## config.mk

```make
export PLATFORM = sky130hd
export DESIGN_NAME = rom_pair_sweeper_flat
export DESIGN_NICKNAME = d
export VERILOG_FILES = /design/src/rtl/ece128_pkg.sv /design/src/rtl/rom_pair_sweeper_if.sv /design/src/rtl/rom_pair_sweeper_result_ram.sv /design/src/rtl/rom_pair_sweeper.sv /design/src/flat_wrapper.sv
export SDC_FILE = /design/constraint.sdc
export NUM_CORES = 1
export LEC_CHECK = 0
export ABC_AREA = 1
export ABC_CLOCK_PERIOD_IN_PS = 1400
export CORE_MARGIN = 4
export CORE_UTILIZATION = 39
export DETAILED_ROUTE_END_ITERATION = 6
export SLEW_MARGIN = 20
export SYNTH_ARGS = -nofsm -noshare
export SYNTH_HDL_FRONTEND = slang
export SYNTH_SLANG_ARGS = --single-unit
```

## constraint.sdc

```tcl
create_clock -name i_clk -period 1.4 [get_ports i_clk]
set_clock_uncertainty 0.2 [all_clocks]
set_input_delay 0.28 -clock i_clk [delete_from_list [all_inputs] [get_ports i_clk]]
set_output_delay 0.28 -clock i_clk [all_outputs]
set_load 0.01 [all_outputs]
```

## src/rtl/ece128_pkg.sv

```systemverilog
// Shared types and default widths for the ROM-pair sweeper and its compute unit.
// Latency: n/a (declarations only).
// Backpressure: n/a.
package ece128_pkg;

    localparam int ADDR_W_DEF = 3;
    localparam int DATA_W_DEF = 8;

    typedef enum logic [1:0] {
        IDLE  = 2'd0,
        WAIT  = 2'd1,
        WRITE = 2'd2,
        DONE  = 2'd3
    } sweeper_state_t;

endpackage

```

## src/rtl/rom_pair_sweeper_if.sv

```systemverilog
// Bundles the sweeper's control, compute-unit and result-RAM signals.
// Latency: n/a (wiring only).
// Backpressure: none; start is a level sampled only while the sweeper is idle.
interface rom_pair_sweeper_if
    import ece128_pkg::*;
#(
    parameter int ADDR_W = ADDR_W_DEF,
    parameter int DATA_W = DATA_W_DEF
);
    logic              start;
    logic [ADDR_W-1:0] rom_addr1;
    logic [ADDR_W-1:0] rom_addr2;
    logic [DATA_W-1:0] result;
    logic              busy;
    logic              done;
    logic              wr_en;
    logic [ADDR_W-1:0] wr_addr;
    logic [DATA_W-1:0] wr_data;
    logic [ADDR_W-1:0] rd_addr;
    logic [DATA_W-1:0] rd_data;

    // Sweeper side: drives addresses, status and the RAM read data.
    modport master (
        input  start, result, rd_addr,
        output rom_addr1, rom_addr2, busy, done, wr_en, wr_addr, wr_data, rd_data
    );

    // Environment side: kicks off sweeps, supplies results, reads the RAM.
    modport slave (
        output start, result, rd_addr,
        input  rom_addr1, rom_addr2, busy, done, wr_en, wr_addr, wr_data, rd_data
    );
endinterface

```

## src/rtl/rom_pair_sweeper_result_ram.sv

```systemverilog
// Result store: 2^ADDR_W x DATA_W, synchronous write, registered read, cleared on reset.
// Latency: rd_data valid one cycle after rd_addr; a same-cycle write is not visible (old data).
// Backpressure: none; accepts a write every cycle.
module result_ram
    import ece128_pkg::*;
#(
    parameter int ADDR_W = ADDR_W_DEF,
    parameter int DATA_W = DATA_W_DEF
)(
    input  logic              i_clk,
    input  logic              i_reset,
    input  logic              i_wr_en,
    input  logic [ADDR_W-1:0] i_wr_addr,
    input  logic [DATA_W-1:0] i_wr_data,
    input  logic [ADDR_W-1:0] i_rd_addr,
    output logic [DATA_W-1:0] o_rd_data
);
    localparam int DEPTH = 1 << ADDR_W;

    logic [DATA_W-1:0] r_mem [DEPTH];
    logic [DATA_W-1:0] r_rd_data;

    // Write port and read register; the read samples the array before this edge's write lands.
    always_ff @(posedge i_clk) begin
        if (i_reset) begin
            for (int i = 0; i < DEPTH; i++) begin
                r_mem[i] <= '0;
            end
            r_rd_data <= '0;
        end else begin
            if (i_wr_en) begin
                r_mem[i_wr_addr] <= i_wr_data;
            end
            r_rd_data <= r_mem[i_rd_addr];
        end
    end

    assign o_rd_data = r_rd_data;
endmodule

```

## src/rtl/rom_pair_sweeper.sv

```systemverilog
// Walks NUM_PAIRS address pairs (idx, idx+1) into the compute unit and stores each result.
// Latency: LATENCY+1 cycles per pair; done pulses NUM_PAIRS*(LATENCY+1) cycles after the start edge.
// Backpressure: none; start is ignored while busy or in DONE and is never queued.
module rom_pair_sweeper
    import ece128_pkg::*;
#(
    parameter int ADDR_W    = ADDR_W_DEF,
    parameter int DATA_W    = DATA_W_DEF,
    parameter int NUM_PAIRS = 8,
    parameter int LATENCY   = 2
)(
    input logic              i_clk,
    input logic              i_reset,
    rom_pair_sweeper_if.master bus
);
    localparam int                CNT_W    = (LATENCY > 1) ? $clog2(LATENCY) : 1;
    localparam logic [CNT_W-1:0]  CNT_LAST = CNT_W'(LATENCY - 1);
    localparam logic [ADDR_W-1:0] IDX_LAST = ADDR_W'(NUM_PAIRS - 1);

    sweeper_state_t    r_state;
    logic [ADDR_W-1:0] r_idx;
    logic [CNT_W-1:0]  r_cnt;
    logic [ADDR_W-1:0] r_addr1;
    logic [ADDR_W-1:0] r_addr2;
    logic              r_busy;
    logic              r_done;
    logic              r_wr_en;
    logic [ADDR_W-1:0] r_wr_addr;
    logic [DATA_W-1:0] r_wr_data;
    logic [DATA_W-1:0] w_rd_data;

    // Sweep FSM: all outputs are registered so the compute unit sees glitch-free addresses.
    always_ff @(posedge i_clk) begin
        if (i_reset) begin
            r_state   <= IDLE;
            r_idx     <= '0;
            r_cnt     <= '0;
            r_addr1   <= '0;
            r_addr2   <= '0;
            r_busy    <= 1'b0;
            r_done    <= 1'b0;
            r_wr_en   <= 1'b0;
            r_wr_addr <= '0;
            r_wr_data <= '0;
        end else begin
            r_done  <= 1'b0;
            r_wr_en <= 1'b0;
            case (r_state)
                IDLE: begin
                    if (bus.start) begin
                        r_idx   <= '0;
                        r_cnt   <= '0;
                        r_addr1 <= '0;
                        r_addr2 <= ADDR_W'(1);
                        r_busy  <= 1'b1;
                        r_state <= WAIT;
                    end
                end
                WAIT: begin
                    // The result has settled LATENCY edges after the address update.
                    if (r_cnt == CNT_LAST) begin
                        r_wr_data <= bus.result;
                        r_wr_addr <= r_idx;
                        r_wr_en   <= 1'b1;
                        r_state   <= WRITE;
                    end else begin
                        r_cnt <= r_cnt + CNT_W'(1);
                    end
                end
                WRITE: begin
                    if (r_idx != IDX_LAST) begin
                        r_idx   <= r_idx + ADDR_W'(1);
                        r_addr1 <= r_idx + ADDR_W'(1);
                        r_addr2 <= r_idx + ADDR_W'(2);
                        r_cnt   <= '0;
                        r_state <= WAIT;
                    end else begin
                        // Last pair: addresses hold, busy drops as DONE is entered.
                        r_busy  <= 1'b0;
                        r_done  <= 1'b1;
                        r_state <= DONE;
                    end
                end
                DONE: begin
                    r_state <= IDLE;
                end
                default: begin
                    r_state <= IDLE;
                end
            endcase
        end
    end

    result_ram #(
        .ADDR_W (ADDR_W),
        .DATA_W (DATA_W)
    ) u_result_ram (
        .i_clk     (i_clk),
        .i_reset   (i_reset),
        .i_wr_en   (r_wr_en),
        .i_wr_addr (r_wr_addr),
        .i_wr_data (r_wr_data),
        .i_rd_addr (bus.rd_addr),
        .o_rd_data (w_rd_data)
    );

    assign bus.rom_addr1 = r_addr1;
    assign bus.rom_addr2 = r_addr2;
    assign bus.busy      = r_busy;
    assign bus.done      = r_done;
    assign bus.wr_en     = r_wr_en;
    assign bus.wr_addr   = r_wr_addr;
    assign bus.wr_data   = r_wr_data;
    assign bus.rd_data   = w_rd_data;
endmodule

```

## src/flat_wrapper.sv

```systemverilog
// flat-port wrapper written by rule: the top's interface ports become plain ports
module rom_pair_sweeper_flat import ece128_pkg::*;
#(
    parameter int ADDR_W    = ADDR_W_DEF,
    parameter int DATA_W    = DATA_W_DEF,
    parameter int NUM_PAIRS = 8,
    parameter int LATENCY   = 2
)
  (i_clk, i_reset, bus_start, bus_result, bus_rd_addr, bus_rom_addr1, bus_rom_addr2, bus_busy, bus_done, bus_wr_en, bus_wr_addr, bus_wr_data, bus_rd_data);
  rom_pair_sweeper_if #(.ADDR_W(ADDR_W), .DATA_W(DATA_W)) bus_i ();
  input logic i_clk;
  input logic i_reset;
  input wire logic [$bits(bus_i.start)-1:0] bus_start;
  input wire logic [$bits(bus_i.result)-1:0] bus_result;
  input wire logic [$bits(bus_i.rd_addr)-1:0] bus_rd_addr;
  output wire logic [$bits(bus_i.rom_addr1)-1:0] bus_rom_addr1;
  output wire logic [$bits(bus_i.rom_addr2)-1:0] bus_rom_addr2;
  output wire logic [$bits(bus_i.busy)-1:0] bus_busy;
  output wire logic [$bits(bus_i.done)-1:0] bus_done;
  output wire logic [$bits(bus_i.wr_en)-1:0] bus_wr_en;
  output wire logic [$bits(bus_i.wr_addr)-1:0] bus_wr_addr;
  output wire logic [$bits(bus_i.wr_data)-1:0] bus_wr_data;
  output wire logic [$bits(bus_i.rd_data)-1:0] bus_rd_data;
  assign bus_i.start = bus_start;
  assign bus_i.result = bus_result;
  assign bus_i.rd_addr = bus_rd_addr;
  assign bus_rom_addr1 = bus_i.rom_addr1;
  assign bus_rom_addr2 = bus_i.rom_addr2;
  assign bus_busy = bus_i.busy;
  assign bus_done = bus_i.done;
  assign bus_wr_en = bus_i.wr_en;
  assign bus_wr_addr = bus_i.wr_addr;
  assign bus_wr_data = bus_i.wr_data;
  assign bus_rd_data = bus_i.rd_data;
  rom_pair_sweeper #(.ADDR_W(ADDR_W), .DATA_W(DATA_W), .NUM_PAIRS(NUM_PAIRS), .LATENCY(LATENCY)) u_core (.i_clk(i_clk), .i_reset(i_reset), .bus(bus_i));
endmodule
```

Word-level counts from Yosys, hierarchy flattened. Memories as Yosys holds them, arrays and structs flattened. A register that Yosys moved wholly into a read port is not among the register bits. Index checks and enable logic that the tools add are counted.

Register bits after elaboration: 23. RAM bits: 64. Bits of input ports: 14. Output and inout port bits: 28. Logic and storage cells: 61. Memories kept: 1.

Memory list: u_core.u_result_ram.r_mem (words 8, bits a word 8, read ports 1, clocked after Yosys merged registers in 1, write ports 8, RTL line rom_pair_sweeper_result_ram.sv:20) `logic [DATA_W-1:0] r_mem [DEPTH];`.

$add $sub $neg: 3. Equal/unequal tests: 8. Muxes and demuxes: 27. Bitwise logic cells: 2. Reductions and logical operators: 11.

Operators with widths (number): $mux 3 (5); $mux 1 (13); $pmux 3 s2 (2); $reduce_and 3->1 (3); $mux 8 (1); $pmux 2 s4 (1); $reduce_or 8->1 (1); $mux 2 (3); $eq 2x2->1 const B (2); $ne 2x1->1 const B (2); $ne 2x2->1 const B (2); $reduce_and 2->1 (2); $reduce_or 2->1 (2); $add 3x1->3 const B (1); $add 3x2->3 const B (1); $ne 3x3->1 const B (1); $pmux 1 s3 (1); $reduce_bool 3->1 (1); $eq 2x1->1 const B (1); $logic_not 2->1 (1); $not 1->1 (2); $pmux 1 s2 (1); $reduce_bool 2->1 (1); $add 1x1->1 const B (1).

Logic depth before layout (Yosys ltp).
Word-level depth: 5. Gate-level depth with buffers: 8.

Modules after synthesis. From an unflattened synthesis, not the netlist that was laid out.

Cell total of the unflattened synthesis: 504. Area total of the unflattened synthesis: 4449.3 sq um.

By module, submodules not included: result_ram (instances 1, cells each 387, area each 3459.6 sq um); rom_pair_sweeper (instances 1, cells each 117, area each 989.7 sq um).

Least setup slack after synthesis. Ideal clock, no wire load.

Path kind: in2reg. From: input port i_reset. To: memory u_core.u_result_ram.r_mem[1][0] (netlist bit), enable pin. Setup time: 0.329 ns. Data arrival time: 1.019 ns. Path slack: -0.148 ns. Stages on the path: 6. Path buffers: 1. Path through: buf_6 > clkinv_2 > nand2_2 > nor2_4 > nand2_2 > nand2_1.

RTL lines: start: declaration (RTL line flat_wrapper.sv:12) `input logic i_reset;`; end: declaration (RTL line rom_pair_sweeper_result_ram.sv:20).

Final worst setup path.
From: register u_core.r_idx[0]. To: register u_core.r_addr2[0], in the netlist u_core.bus.rom_addr2[0].

Word-level cells in the longest chain between the ends: 3. Elaborated cells on any way between the ends: 6.

Ends and longest elaborated chain: start: declaration (RTL line rom_pair_sweeper.sv:21) `logic [ADDR_W-1:0] r_idx;`; start signal: assignment (RTL line rom_pair_sweeper.sv:72) `r_idx <= r_idx + ADDR_W'(1);`; $add 3x2->3 / $ne 3x3->1 (equally long branches) (RTL line rom_pair_sweeper.sv:74, rom_pair_sweeper.sv:71); $mux 3 / $ne 2x1->1 (equally long branches); $pmux 3 s2 / $reduce_and 3->1 (equally long branches); end signal: assignment (RTL line rom_pair_sweeper.sv:74) `r_addr2 <= r_idx + ADDR_W'(2);`; end: declaration (RTL line rom_pair_sweeper.sv:24) `logic [ADDR_W-1:0] r_addr2;`.

Several ways; a longest one is shown, not always the timed one. The select of a mux whose other input is x is not followed. A chain may end at the register's enable or synchronous reset.

==> flow_metrics.env <==
export IMPL_diodes=0
export IMPL_ios=42
export IMPL_htreeDepth=3
export IMPL_numCtsBuffers=9
export IMPL_n_fill_cell=954
export IMPL_cap_violations=0
export IMPL_hold_path_class="in2reg"
export IMPL_period_needed_ns=1.464
export IMPL_synth_cell_types=29
export IMPL_place_ws_ns=-0.4637
export IMPL_antenna_found_initial=0
export IMPL_leakagePower_nw=2.502
export IMPL_slew_headroom_pct=73.50
export IMPL_nets=589
export IMPL_grt_max_degree=21
export IMPL_p_seq_share_pct=52.9
export IMPL_cts_root_buf="clkbuf_8"
export IMPL_synth_seq_area_share_pct=59.57
export IMPL_r2r_start="u_core.r_idx[0]"
export IMPL_final_cells=713
export IMPL_drive_gt1_share_pct=32.41
export IMPL_cts_tree="built"
export IMPL_hp_start="i_reset"
export IMPL_hold_violations=0
export IMPL_gp_congestion=0.8469
export IMPL_dieArea_um2=12680
export IMPL_gr_usage_all_layers_pct=16.16
export IMPL_vias=3307
export IMPL_avgSynthCellArea_um2=8.764
export IMPL_dp_cells=690
export IMPL_row_count=37
export IMPL_clock_sinks=95
export IMPL_crit_required_ns=1.46
export IMPL_synth_flop_cell="edfxtp_1"
export IMPL_core_um2=10510
export IMPL_drt_iter0_markers=201
export IMPL_synth_area_um2=4268
export IMPL_clock_fmax_ghz=0.6832
export IMPL_clkPwrFrac_pct=34.7
export IMPL_yosysWarnings=0
export IMPL_violations="negative setup slack"
export IMPL_cts_buffer_depth=2
export IMPL_syn_nets=504
export IMPL_synth_edf_count=64
export IMPL_crit_path_end_kind="flip-flop"
export IMPL_p_sw_share_pct=23.62
export IMPL_fin_ws_ns=-0.06377
export IMPL_drtPass1Iterations=4
export IMPL_syn2layout_area_growth_pct=34.21
export IMPL_viasPerCell=4.638
export IMPL_slew_violations=0
export IMPL_finalCritPeriodShare_pct=104.6
export IMPL_seq_area_um2=2577
export IMPL_rsz0062_at_grt="true"
export IMPL_worstSetupStartpointType="flip-flop"
export IMPL_grt_pass1_wl_um=16050
export IMPL_grt_pass1_vias=3234
export IMPL_ff2ff_setup_slack_ns=-0.06
export IMPL_tightest_slew_ns=0.3976
export IMPL_p_switching_mw=1.414
export IMPL_outcome="finished, violations left"
export IMPL_place_hpwl_um=7190
export IMPL_path_max_fanout=5
export IMPL_cp_startpoint="u_core.r_idx[0]"
export IMPL_ir_worst_vdd_mv=0.5002
export IMPL_postRouteAntennaNets=0
export IMPL_die_h_um=112.6
export IMPL_overflow=0
export IMPL_p_per_area_nw_per_um2=1046
export IMPL_port_buffers=41
export IMPL_clk_pin_slew_worst_paths_ns=0.09
export IMPL_insertion_delay_ns=0.36
export IMPL_die_w_um=112.6
export IMPL_total_power_mw=5.989
export IMPL_synth_cells=487
export IMPL_synthArstFlopShare_pct=0
export IMPL_initial_core_util_pct=40.61
export IMPL_setup_viol=49
export IMPL_routedWlPerCell_um=13.99
export IMPL_pwr_share_comb_pct=12.4
export IMPL_p_int_mw=4.575
export IMPL_drc=0
export IMPL_routed_wl_um=9974
export IMPL_final_util_pct=54.51
export IMPL_ys_ff_latch=95
export IMPL_arrival_ns=1.52
export IMPL_multiInputGateArea_um2=1638
export IMPL_crit_type="reg2reg"
[synth_stat cells, drive strengths merged, types with 3 or more instances]
master | count | share of area (%)
a21oi | 16 | 2.0
inv | 76 | 6.7
nor2 | 98 | 9.2
edfxtp | 64 | 45
clkinv | 9 | 0.82
nand2 | 107 | 10
nand3 | 42 | 5.0
clkbuf | 3 | 0.26
o21ai | 16 | 1.9
buf | 15 | 2.3
dfxtp | 31 | 15
ha | 3 | 0.88
[worst paths after layout]
| path | to | depth (start not counted) |
|---|---|---|
| max | u_core.bus.rom_addr2[0] | 7 |
| min | u_core.r_idx[0] | 3 |
| max reg2reg | u_core.bus.rom_addr2[0] | 7 |
| min reg2reg | u_core.bus.busy | 2 |
[power by group through the flow]
stage / combinational (mW) / clock, mW / sequential (mW)
3_3_place_gp: 0.713 / 0 / 3.23
2_1_floorplan: 0.362 / 0 / 3.25
4_1_cts: 0.707 / 2.10 / 3.17
3_5_place_dp: 0.719 / 0 / 3.23
5_1_grt: 0.821 / 2.22 / 3.18
6_report: 0.742 / 2.08 / 3.17
[critical path, stage by stage (launching register included)]
cell     delay (ns)
dfxtp_4        0.37
ha_4           0.17
ha_4           0.16
inv_4          0.05
nand2_4        0.07
or2_4          0.25
nand2_2        0.07
nor2_2         0.03
[registers in the layout, summed over array words and instances, names as in the netlist, 2 cells and up]
name                           cells
u_core.u_result_ram.r_mem         64
u_core.bus.wr_data                 8
u_core.u_result_ram.o_rd_data      8
u_core.bus.rom_addr2               3
u_core.bus.wr_addr                 3
u_core.r_idx                       3
u_core.r_state                     2
[timing repair]
item	CTS	global route
setup buffers	6	1
gates cloned	0	0
setup endpoints to repair	141	149
gates resized for setup	130	77
hold buffers	0	0
pin swaps	5	10
[cell type report]
type                    count  share of cell area (%)
repair buffers             92                   13.63
well taps                 136                   2.971
clock inverters             3                   1.136
clock buffers              13                   2.971
multi-input cells         289                   28.59
inverters                  85                   5.701
flip-flops and latches     95                   45.00
[per-stage QoR]
stage	instance area [um^2]	setup TNS [ns]	hold slack, ns
5_1_grt	5728	-6.996	0.1906
4_1_cts	5502	-0.9318	0.1853
2_1_floorplan	4354	-2.320	0.2509
6_report	5728	-1.356	0.2022
3_5_place_dp	5229	-58.59	0.2561
3_3_place_gp	5229	-57.13	0.2520
[logic make-up after synthesis]
logic type | count (synthesis) | synth area share (%)
xor+xnor | 1 | 0.2053
simple gates | 251 | 25.12
fa+ha+maj | 3 | 0.8796
compound gates | 34 | 4.192
flops | 95 | 59.57
buf+inv | 103 | 10.03
[placed cells by master, fill, tap and decap left out, types with 7 or more instances in the layout]
master           synthesis  layout
nor2_4                   3      16
inv_1                   70      68
clkbuf_8                 0      10
dfxtp_2                  0      16
buf_2                   11      23
nor2_2                   1      21
o21ai_1                  7       8
buf_6                    3       8
buf_4                    1      38
nand2_4                  1      13
a21oi_1                 15      15
nor2_1                  94      61
nand2_1                 95      86
dfxtp_1                 31      11
edfxtp_1                64      64
nand3_1                 41      41
clkdlybuf4s50_1          0      11
o21ai_0                  9       8
inv_2                    6       7
clkinv_1                 8       7
[routing by layer]
layer	part of all wire (%)	vias up	GRT usage, %
li1	-	1687	-
met3	5.3	18	3.450
met1	46	1491	21.85
met5	0	-	0
met4	2.1	0	6.731
met2	47	111	25.20
No activity file was read; power rests on OpenSTA's default activity.
